==> src/rtl/alu_pkg.sv <==
// ============================================================================
//  Module   : alu_pkg
//  Purpose  : Shared definitions for the TotalALU function-code interface.
//             Holds the function codes, the issue-sequencer state encoding
//             and a helper that tells which request codes are accepted.
//  Ports    : none (package)
//  Revision : 1.0  initial release
// ============================================================================
`default_nettype none

package alu_pkg;

  // Function codes understood by TotalALU (also consumed by ALUControl)
  localparam logic [5:0] c_FUNC_AND  = 6'd36;
  localparam logic [5:0] c_FUNC_OR   = 6'd37;
  localparam logic [5:0] c_FUNC_ADD  = 6'd32;
  localparam logic [5:0] c_FUNC_SUB  = 6'd34;
  localparam logic [5:0] c_FUNC_SLT  = 6'd42;
  localparam logic [5:0] c_FUNC_SRL  = 6'd2;
  localparam logic [5:0] c_FUNC_DIVU = 6'd27;
  localparam logic [5:0] c_FUNC_MFHI = 6'd16;
  localparam logic [5:0] c_FUNC_MFLO = 6'd18;

  typedef enum logic [2:0] {
    ST_IDLE     = 3'd0,
    ST_EXEC     = 3'd1,
    ST_DIV_WAIT = 3'd2,
    ST_RD_HI    = 3'd3,
    ST_RD_LO    = 3'd4,
    ST_RESP     = 3'd5
  } seq_state_t;

  // MFHI/MFLO are issued internally only; a front end may not request them.
  function automatic logic is_supported(input logic [5:0] func);
    case (func)
      c_FUNC_AND, c_FUNC_OR, c_FUNC_ADD, c_FUNC_SUB,
      c_FUNC_SLT, c_FUNC_SRL, c_FUNC_DIVU: is_supported = 1'b1;
      default:                             is_supported = 1'b0;
    endcase
  endfunction

endpackage

`default_nettype wire

==> src/rtl/alu_issue_sequencer_if.sv <==
// ============================================================================
//  Module   : alu_issue_sequencer_if
//  Purpose  : Request/response handshake bundle between a front end (master)
//             and the ALU issue sequencer (slave).
//  Signals  : req_valid/req_ready/req_func/req_a/req_b  - operation request
//             rsp_valid/rsp_ready/rsp_data/rsp_hi/rsp_err - result response
//  Revision : 1.0  initial release
// ============================================================================
`default_nettype none

interface alu_issue_sequencer_if;
  logic        req_valid;
  logic        req_ready;
  logic [5:0]  req_func;
  logic [31:0] req_a;
  logic [31:0] req_b;
  logic        rsp_valid;
  logic        rsp_ready;
  logic [31:0] rsp_data;
  logic [31:0] rsp_hi;
  logic        rsp_err;

  modport master (
    output req_valid, req_func, req_a, req_b, rsp_ready,
    input  req_ready, rsp_valid, rsp_data, rsp_hi, rsp_err
  );

  modport slave (
    input  req_valid, req_func, req_a, req_b, rsp_ready,
    output req_ready, rsp_valid, rsp_data, rsp_hi, rsp_err
  );
endinterface

`default_nettype wire

==> src/rtl/alu_seq_timer.sv <==
// ============================================================================
//  Module   : alu_seq_timer
//  Purpose  : Loadable down-counter that times ALU settling / divide latency.
//  Ports    : clk, reset (async active-low)
//             i_load      - load strobe (wins over counting)
//             i_load_val  - value loaded on i_load
//             o_done      - counter has reached zero
//  Revision : 1.0  initial release
// ============================================================================
`default_nettype none

module alu_seq_timer #(
  parameter int WIDTH = 6
) (
  input  logic             clk,
  input  logic             reset,
  input  logic             i_load,
  input  logic [WIDTH-1:0] i_load_val,
  output logic             o_done
);

  logic [WIDTH-1:0] r_count;

  always_ff @(posedge clk or negedge reset) begin
    if (!reset) begin
      r_count <= '0;
    end else if (i_load) begin
      r_count <= i_load_val;
    end else if (r_count != '0) begin
      r_count <= r_count - 1'b1;
    end
  end

  assign o_done = (r_count == '0);

endmodule

`default_nettype wire

==> src/rtl/alu_issue_sequencer.sv <==
// ============================================================================
//  Module   : alu_issue_sequencer
//  Purpose  : Initiator for TotalALU. Takes one request, drives operands and
//             function code from flops for the op's fixed latency, captures
//             the ALU output and returns it on the response port. DIVU waits
//             out the divider, then reads HI (MFHI) and LO (MFLO) itself.
//  Ports    : clk, reset (async active-low, shared with TotalALU)
//             bus        - request/response handshake (slave modport)
//             alu_dataA  - operand A to TotalALU
//             alu_dataB  - operand B to TotalALU
//             alu_signal - function code to TotalALU
//             alu_output - result from TotalALU
//  Revision : 1.0  initial release
// ============================================================================
`default_nettype none

module alu_issue_sequencer
  import alu_pkg::*;
#(
  parameter int         COMB_LAT  = 2,
  parameter int         DIV_LAT   = 32,
  parameter int         HILO_LAT  = 1,
  parameter logic [5:0] IDLE_FUNC = 6'b000000
) (
  input  logic                  clk,
  input  logic                  reset,
  alu_issue_sequencer_if.slave  bus,
  output logic [31:0]           alu_dataA,
  output logic [31:0]           alu_dataB,
  output logic [5:0]            alu_signal,
  input  logic [31:0]           alu_output
);

  localparam int               CNT_W      = $clog2(DIV_LAT + HILO_LAT + 1);
  localparam logic [CNT_W-1:0] c_LOAD_ALU = CNT_W'(COMB_LAT);
  localparam logic [CNT_W-1:0] c_LOAD_DIV = CNT_W'(DIV_LAT + HILO_LAT);

  seq_state_t  r_state;
  logic        r_req_ready;
  logic        r_rsp_valid;
  logic [31:0] r_rsp_data;
  logic [31:0] r_rsp_hi;
  logic        r_rsp_err;
  logic [31:0] r_dataA;
  logic [31:0] r_dataB;
  logic [5:0]  r_signal;

  logic             w_accept;
  logic             w_supported;
  logic             w_load;
  logic [CNT_W-1:0] w_load_val;
  logic             w_done;

  assign w_accept    = bus.req_valid & r_req_ready;
  assign w_supported = is_supported(bus.req_func);

  // Timer is reloaded on the same edge the FSM enters a timed state.
  always_comb begin
    w_load     = 1'b0;
    w_load_val = '0;
    case (r_state)
      ST_IDLE: begin
        if (w_accept && w_supported) begin
          w_load     = 1'b1;
          w_load_val = (bus.req_func == c_FUNC_DIVU) ? c_LOAD_DIV : c_LOAD_ALU;
        end
      end
      ST_DIV_WAIT, ST_RD_HI: begin
        if (w_done) begin
          w_load     = 1'b1;
          w_load_val = c_LOAD_ALU;
        end
      end
      default: ;
    endcase
  end

  alu_seq_timer #(
    .WIDTH (CNT_W)
  ) u_timer (
    .clk        (clk),
    .reset      (reset),
    .i_load     (w_load),
    .i_load_val (w_load_val),
    .o_done     (w_done)
  );

  always_ff @(posedge clk or negedge reset) begin
    if (!reset) begin
      r_state     <= ST_IDLE;
      r_req_ready <= 1'b1;
      r_rsp_valid <= 1'b0;
      r_rsp_data  <= '0;
      r_rsp_hi    <= '0;
      r_rsp_err   <= 1'b0;
      r_dataA     <= '0;
      r_dataB     <= '0;
      r_signal    <= IDLE_FUNC;
    end else begin
      case (r_state)
        ST_IDLE: begin
          if (w_accept) begin
            r_req_ready <= 1'b0;
            r_rsp_data  <= '0;
            r_rsp_hi    <= '0;
            if (w_supported) begin
              r_dataA   <= bus.req_a;
              r_dataB   <= bus.req_b;
              r_signal  <= bus.req_func;
              r_rsp_err <= 1'b0;
              r_state   <= (bus.req_func == c_FUNC_DIVU) ? ST_DIV_WAIT : ST_EXEC;
            end else begin
              // ALU is left untouched; response raised on the next edge.
              r_rsp_err <= 1'b1;
              r_state   <= ST_RESP;
            end
          end
        end
        ST_EXEC: begin
          if (w_done) begin
            r_rsp_data  <= alu_output;
            r_signal    <= IDLE_FUNC;
            r_rsp_valid <= 1'b1;
            r_state     <= ST_RESP;
          end
        end
        ST_DIV_WAIT: begin
          if (w_done) begin
            r_signal <= c_FUNC_MFHI;
            r_state  <= ST_RD_HI;
          end
        end
        ST_RD_HI: begin
          if (w_done) begin
            r_rsp_hi <= alu_output;
            r_signal <= c_FUNC_MFLO;
            r_state  <= ST_RD_LO;
          end
        end
        ST_RD_LO: begin
          if (w_done) begin
            r_rsp_data  <= alu_output;
            r_signal    <= IDLE_FUNC;
            r_rsp_valid <= 1'b1;
            r_state     <= ST_RESP;
          end
        end
        ST_RESP: begin
          if (!r_rsp_valid) begin
            r_rsp_valid <= 1'b1;
          end else if (bus.rsp_ready) begin
            r_rsp_valid <= 1'b0;
            r_req_ready <= 1'b1;
            r_state     <= ST_IDLE;
          end
        end
        default: begin
          r_state     <= ST_IDLE;
          r_req_ready <= 1'b1;
          r_rsp_valid <= 1'b0;
          r_signal    <= IDLE_FUNC;
        end
      endcase
    end
  end

  assign bus.req_ready = r_req_ready;
  assign bus.rsp_valid = r_rsp_valid;
  assign bus.rsp_data  = r_rsp_data;
  assign bus.rsp_hi    = r_rsp_hi;
  assign bus.rsp_err   = r_rsp_err;
  assign alu_dataA     = r_dataA;
  assign alu_dataB     = r_dataB;
  assign alu_signal    = r_signal;

endmodule

`default_nettype wire
==> src/flat_wrapper.sv <==
// flat-port wrapper written by rule: the top's interface ports become plain ports
module alu_issue_sequencer_flat import alu_pkg::*;
#(
  parameter int         COMB_LAT  = 2,
  parameter int         DIV_LAT   = 32,
  parameter int         HILO_LAT  = 1,
  parameter logic [5:0] IDLE_FUNC = 6'b000000
)
  (clk, reset, alu_dataA, alu_dataB, alu_signal, alu_output, bus_req_valid, bus_req_func, bus_req_a, bus_req_b, bus_rsp_ready, bus_req_ready, bus_rsp_valid, bus_rsp_data, bus_rsp_hi, bus_rsp_err);
  alu_issue_sequencer_if bus_i ();
  input  logic clk;
  input  logic reset;
  output logic [31:0] alu_dataA;
  output logic [31:0] alu_dataB;
  output logic [5:0] alu_signal;
  input  logic [31:0] alu_output;
  input wire logic [$bits(bus_i.req_valid)-1:0] bus_req_valid;
  input wire logic [$bits(bus_i.req_func)-1:0] bus_req_func;
  input wire logic [$bits(bus_i.req_a)-1:0] bus_req_a;
  input wire logic [$bits(bus_i.req_b)-1:0] bus_req_b;
  input wire logic [$bits(bus_i.rsp_ready)-1:0] bus_rsp_ready;
  output wire logic [$bits(bus_i.req_ready)-1:0] bus_req_ready;
  output wire logic [$bits(bus_i.rsp_valid)-1:0] bus_rsp_valid;
  output wire logic [$bits(bus_i.rsp_data)-1:0] bus_rsp_data;
  output wire logic [$bits(bus_i.rsp_hi)-1:0] bus_rsp_hi;
  output wire logic [$bits(bus_i.rsp_err)-1:0] bus_rsp_err;
  assign bus_i.req_valid = bus_req_valid;
  assign bus_i.req_func = bus_req_func;
  assign bus_i.req_a = bus_req_a;
  assign bus_i.req_b = bus_req_b;
  assign bus_i.rsp_ready = bus_rsp_ready;
  assign bus_req_ready = bus_i.req_ready;
  assign bus_rsp_valid = bus_i.rsp_valid;
  assign bus_rsp_data = bus_i.rsp_data;
  assign bus_rsp_hi = bus_i.rsp_hi;
  assign bus_rsp_err = bus_i.rsp_err;
  alu_issue_sequencer #(.COMB_LAT(COMB_LAT), .DIV_LAT(DIV_LAT), .HILO_LAT(HILO_LAT), .IDLE_FUNC(IDLE_FUNC)) u_core (.clk(clk), .reset(reset), .bus(bus_i), .alu_dataA(alu_dataA), .alu_dataB(alu_dataB), .alu_signal(alu_signal), .alu_output(alu_output));
endmodule
==> config.mk <==
export PLATFORM = sky130hd
export DESIGN_NAME = alu_issue_sequencer_flat
export DESIGN_NICKNAME = d
export VERILOG_FILES = /design/src/rtl/alu_pkg.sv /design/src/rtl/alu_issue_sequencer_if.sv /design/src/rtl/alu_seq_timer.sv /design/src/rtl/alu_issue_sequencer.sv /design/src/flat_wrapper.sv
export SDC_FILE = /design/constraint.sdc
export NUM_CORES = 1
export LEC_CHECK = 0
export BUFFER_PORTS_ARGS = -buffer_cell sky130_fd_sc_hd__buf_2
export CORE_MARGIN = 2
export CORE_UTILIZATION = 50
export CTS_CLUSTER_SIZE = 14
export DETAILED_ROUTE_END_ITERATION = 10
export HOLD_SLACK_MARGIN = 0.02
export PLACE_DENSITY = 0.94
export RECOVER_POWER = 100
export SLEW_MARGIN = 20
export SYNTH_ARGS = -nofsm -noshare
export SYNTH_HDL_FRONTEND = slang
export SYNTH_HIERARCHICAL = 1
export SYNTH_SLANG_ARGS = --single-unit
==> constraint.sdc <==
create_clock -name clk -period 4.29 [get_ports clk]
set_clock_uncertainty 0.05 [all_clocks]
set_input_delay 0.2145 -clock clk [delete_from_list [all_inputs] [get_ports clk]]
set_output_delay 0.2145 -clock clk [all_outputs]
set_load 0.01 [all_outputs]
---- Word-level counts from Yosys, hierarchy flattened ----
Cells that the tools add are included.
word-level totals
  flip-flop bits (word level) ............. 146
  bits in latches ......................... 0
  RAM bits ................................ 0
  memory bits (read-only) ................. 0
  logic and storage cells ................. 92
  memories kept ........................... 0
operators by class
  add/subtract/negate cells ............... 1
  multipliers ............................. 0
  div/mod/pow operators ................... 0
  magnitude comparators ................... 0
  equality and inequality tests ........... 19
  shift operators ......................... 0
  mux-type cells .......................... 38
  bitwise gates (word level) .............. 4
  reductions and logical operators ........ 20
operator list
  operator               count
  $pmux W32 S2           2
  $mux W32               2
  $mux W6                9
  $eq A6 B6 Y1 const B   5
  $pmux W6 S5            1
  $mux W3                7
  $pmux W3 S5            1
  $pmux W6 S2            1
  $reduce_and A6 Y1      2
  $mux W1                10
  $reduce_and A3 Y1      3
  $ne A2 B1 Y1 const B   4
  $reduce_or A7 Y1       1
  $eq A3 B2 Y1 const B   2
  $eq A3 B3 Y1 const B   2
  $eq A6 B2 Y1 const B   1
  $eq A6 B5 Y1 const B   1
  $logic_not A6 Y1       1
  $ne A2 B2 Y1 const B   3
  $pmux W1 S3            2
  $reduce_bool A2 Y1     3
  $reduce_bool A6 Y1     1
  $sub A6 B1 Y6 const B  1
  $mux W2                2
  11 further kinds       15

---- Longest topological paths before layout ----
  word-level depth ........................ 7
  mapped depth ............................ 11
  gate-level depth less buffers ........... 10

---- Cells and area by module ----
Netlist, hierarchy kept.
by module, submodules not included
  module               times used  cells each  area an instance (sq um)  seq. area each (sq um)
  alu_issue_sequencer  1           371         5403.9                    3504.6
  alu_seq_timer        1           41          379.1                     150.1

---- Worst setup path before layout ----
OpenSTA, ideal clock, no wires.
  kind .................................... register to register
  start point ............................. register u_core.u_timer.r_count[0]
  end point ............................... register u_core.u_timer.r_count[1]
  setup time .............................. 121 ps
  data arrival time ....................... 2532 ps
  slack ................................... 1587 ps
  cell stages (with the launch flop) ...... 12
  period minus slack after synthesis ...... 2703 ps
  cells stage by stage .................... dfrtp_1 > inv_1 > ha_1 > or4b_4 > nor2_1 > nand2_1 > or2_2 > nand2_1 > buf_1 > inv_1 > o31a_1 > a22o_1
between the ends
  word-level cells in the longest chain between the ends .. 4
  elaborated cells on any way between the ends .. 10
  classes of those cells .................. add/sub: 1; mux: 6; reduce/logical: 3
ends and longest elaborated chain
  what                                           line                       text
  start: declaration                             alu_seq_timer.sv:22        logic [WIDTH-1:0] r_count;
  start signal: assignment                       alu_seq_timer.sv:28        r_count <= i_load_val;
  start signal: assignment                       alu_seq_timer.sv:30        r_count <= r_count - 1'b1;
  $logic_not A6 Y1 (*)                           alu_seq_timer.sv:34        assign o_done = (r_count == '0);
  named net u_core.w_done                        alu_issue_sequencer.sv:52  logic w_done;
  $mux W1 (*)                                    alu_issue_sequencer.sv:69  if (w_done) begin
  $pmux W1 S2 (*)                                alu_issue_sequencer.sv:61  case (r_state)
  named net u_core.w_load                        alu_issue_sequencer.sv:50  logic w_load;
  $mux W6 or $reduce_bool A2 Y1 (tied branches)  -
Mark *: on every way through the listed nets, which the timed path passes. The rest lies on a longest branch. The select of a mux whose other input is x is not followed.
A chain may end at the register's enable or synchronous reset.

---- Final worst setup path ----
  start point ............................. register u_core.u_timer.r_count[0]
  end point ............................... register u_core.r_rsp_hi[13], in the netlist u_core/bus.rsp_hi[13]
between the ends
  word-level cells in the longest chain between the ends .. 3
ends and longest elaborated chain
  what                         line                        text
  $logic_not A6 Y1             alu_seq_timer.sv:34
  named net u_core.w_done      alu_issue_sequencer.sv:52
  $ne A2 B2 Y1 (no line)       -
  $reduce_and A3 Y1 (no line)  -
  end signal: assignment       alu_issue_sequencer.sv:135  r_rsp_hi <= alu_output;
  end: declaration             alu_issue_sequencer.sv:42   logic [31:0] r_rsp_hi;
The timed path passes the listed nets, and every way through them passes these cells.

==> out/results.txt <==
The final critical-path share of the clock period is 0.806, and the number of cell instances on the worst register-to-register path is 7. Endpoint arrival time on the critical path: 3.69 ns. In this run the critical register-to-register path is launched from u_core/u_timer/r_count[0]. Cell area after synthesis: 5780 um2. The initial cell density of the core was 0.509; the detailed-route vias per instance was 5.35.

The run gives 0.861 as the final estimated routing congestion in global placement. The initialized floorplan defines 39 standard-cell rows. The area of combinational cells with multiple inputs was 1950 um2. TritonCTS built the clock tree. For the core occupancy in the finished layout, the log shows 0.749. For the first-pass detailed-route iteration total, the log shows 7. The number of nets in the final layout was 857; the initial antenna violation count was 0.

The routed design could run at a clock period as short as 3.46 ns. The power per standard cell area is 549 nW/um2, and the final number of max-transition violations is 209. Number of inserted diodes: 0. Launch point of the worst hold path: bus_req_func[2]. The design draws 0.00467 W. Registers take 3650 um2.

The proportion of layout cells with a drive suffix above 1 works out to 0.258. The netlist uses 50 different library cells. The combined global-route utilization of all metal layers was 0.269; the die height was 112 um. The run gives -0.693 as the worst slew margin relative to its limit. Max-cap violations in this run came to 3. The tools report the startpoint type of the worst setup path as a flop. At the worst endpoint, the required time is 4.53 ns. The synthesis-stage register bit count came out at 146. Grouping stages by cell kind, the critical path spends the most delay in simple AND/OR/NAND/NOR gates.

The path type of the worst min-delay path was in -> reg. The final reports fail on max-capacitance violations, max-slew violations. The maximum level of the CTS H-tree came out at 4. After technology mapping, the gate count stands at 412. The number of post-CTS setup repair buffers is 0. Among all stages on the critical path, the largest delay is contributed by or2_0.

Derived from the worst setup path, the maximum achievable clock frequency is 289 MHz. The number of design rule violations left after detail routing came out at 0. The logs give 0 for the setup-violating endpoint count in the final report and 16200 um for the total wire length. Pin placement for this block handled 243 I/O pins. Clock tree synthesis selected as its root buffer the cell clkbuf_16. Die footprint: 12400 um2. The portion of the post-synthesis area used by sequential elements was 0.632; the die outline width was 112 um.

The top cell types in the final layout, fill and taps aside, are dfrtp_1, clkbuf_1, buf_2, dlygate4sd3_1, a22o_1. Before CTS, the worst setup slack after placement is 1.38 ns. Summed over all cells, the static leakage comes to 4.12 nW. The wire length of the first global-routing pass was 26500 um.

The run gives 0.831 ns as the final critical-path setup slack. For hold timing, the worst endpoint is u_core/alu_signal[2]. The tools report the clock insertion delay at the later pin of the skew report as 0.41 ns. Maximum fanout along the worst path: 32. The run gives 0 as the hold violation total from the final report. The number of input and output port buffers inserted is 242.

The run gives 2 as the maximum root-to-sink buffer count. The leading cell type in the layout, fill and taps excluded is dfrtp_1. Mean post-synth cell area: 14.0 um2. In this run the critical register-to-register path is captured at u_core/bus.rsp_hi[13]. The post-place instance area came out at 7070 um2. Area growth from synthesis to layout: 47.2%. The overall overflow remaining after global route is 0, and the routed length per instance is 17.9 um.

Counting the buffers created by CTS gives 17. The via count of the first global-routing pass was 5185. For this design, the sink count on the clock tree is 146. Setup repair after global routing left no endpoint under its margin. The critical path in this run is classified as reg -> reg. Across all layers, the routed design uses 4838 vias. The worst path buffer plus inverter count was 1. Counting instances, the worst hold path has a depth of 2.

Number of warning messages in the yosys log: 6. Walking the worst path, the cells encountered are inv_1, ha_1, or4b_1, nor2_1, a31oi_1, or2_0, a22o_1. The run finished, with violations left.

For this run, the slowest stage of the critical path takes 0.92 ns. The tools report the area inside the core boundary as 11400 um2. Across the VDD grid, the largest voltage drop is 301 uV.

The filler cells instantiated in the layout total 735. The worst setup slack for register-to-register paths was 0.83 ns. The area of all placed cells without fillers is 8510 um2. After clock tree synthesis, the clock-pin slew on the worst setup and hold paths is 0.06 ns. For the estimated wirelength of the detail-placed design, the log shows 9360 um. The number of DRC violations after detailed-routing iteration 0 was 304; the pin count of the biggest net entering global routing was 107. The count of nets left with antenna violations once routing finished came out at 0.

For the pin with the worst max-slew slack, the measured transition is 2.54 ns. The aggregate negative setup slack was 0 ns. The worst setup path is captured at a flop.
-- registers in the layout, summed over array words and instances (netlist names), 3 cells and up --
register	flops
u_core/alu_dataA	32
u_core/alu_dataB	32
u_core/alu_signal	6
u_core/bus.rsp_data	32
u_core/bus.rsp_hi	32
u_core/r_state	3
u_core/u_timer/r_count	6
-- logic make-up (layout without fill, tap and decap cells) --
| kind of cell | after synthesis | in the layout | share of synthesized area |
|---|---|---|---|
| and+or+nand+nor | 53 | 53 | 0.0504 |
| buffers and inverters | 36 | 383 | 0.0307 |
| xor gates and xnor gates | 3 | 3 | 0.00454 |
| muxes | 65 | 65 | 0.126 |
| DFF | 146 | 146 | 0.632 |
| adders and majority gates | 2 | 2 | 0.00433 |
| AOI/OAI and AO/OA | 106 | 106 | 0.151 |
| other | 1 | 3 | 0.000648 |
-- how the worst max path moves through the flow --
stage | from | to | slack (ns) | cells past startpoint
2_1_floorplan | u_core/u_timer/r_count[0] | u_core/u_timer/r_count[1] | 1.59 | 11
3_3_place_gp | u_core/u_timer/r_count[0] | u_core/alu_signal[2] | 1.52 | 8
3_5_place_dp | u_core/u_timer/r_count[0] | u_core/bus.rsp_data[22] | 1.38 | 7
4_1_cts | u_core/u_timer/r_count[0] | u_core/bus.rsp_data[15] | 1.37 | 7
5_1_grt | u_core/r_state[1] | u_core/alu_dataB[22] | 0.57 | 5
6_report | u_core/u_timer/r_count[0] | u_core/bus.rsp_hi[13] | 0.83 | 7
-- metrics by stage --
stage | hold slack (ns) | std cells
final | 0.0531 | 904
after global routing | 0.0534 | 904
after CTS | 0.0405 | 904
after global placement | 0.325 | 774
after floorplan | -0.131 | 414
after detailed placement | 0.343 | 774
-- Yosys cell counts, drive strengths merged --
library cell,instances,area [um2]
dfrtp,145,3630
a22o,69,604
mux2,64,721
nand2,16,60.1
clkbuf,15,56.3
buf,14,95.1
nor2,13,56.3
a21oi,7,35.0
inv,7,26.3
o21ai,7,35.0
nor3,6,35.0
a31oi,5,31.3
nand3,4,25.0
or2,4,25.0
o31ai,3,22.5
a21o,2,15.0
a31o,2,17.5
ha,2,25.0
nor4b,2,23.8
or3,2,12.5
or3b,2,17.5
xnor2,2,17.5
a2111oi,1,10.0
a211o,1,10.0
a221o,1,10.0
a221oi,1,26.3
and2,1,6.26
and4,1,8.76
conb,1,3.75
dfstp,1,26.3
mux2i,1,10.0
nand3b,1,7.51
o21a,1,7.51
o21bai,1,7.51
o221ai,1,8.76
o22a,1,8.76
o22ai,1,6.26
o31a,1,8.76
o41ai,1,8.76
or4b,1,13.8
xor2,1,8.76
-- layer usage --
metal  up-vias  part of all wire  routed length, um  track usage
li1       2193                 -                  -            -
met1      2330              0.40               6550        0.328
met2       261              0.49               7890        0.442
met3        54             0.070               1140       0.0762
met4         0             0.039                629        0.133
met5         -                 0                  0            0
-- power by group --
group / switching (W) / internal, W
registers: 0.000257 / 0.00170
clock network: 0.000557 / 0.00103
logic: 0.000590 / 0.000534
total: 0.00140 / 0.00327
-- layout make-up --
class | count | area share
flip-flops and latches | 146 | 0.429
repair buffers | 345 | 0.242
multi-input cells | 232 | 0.229
clock buffers | 18 | 0.0504
clock inverters | 13 | 0.0248
well taps | 143 | 0.0210
inverters | 7 | 0.00309
-- repair_timing --
| item | in CTS | in global routing |
|---|---|---|
| resized for setup | 0 | 0 |
| endpoints found under the hold margin | 234 | 0 |
| setup endpoints to repair | 0 | 0 |
| hold buffers | 99 | 0 |
Power figures use the tool's default switching activity.
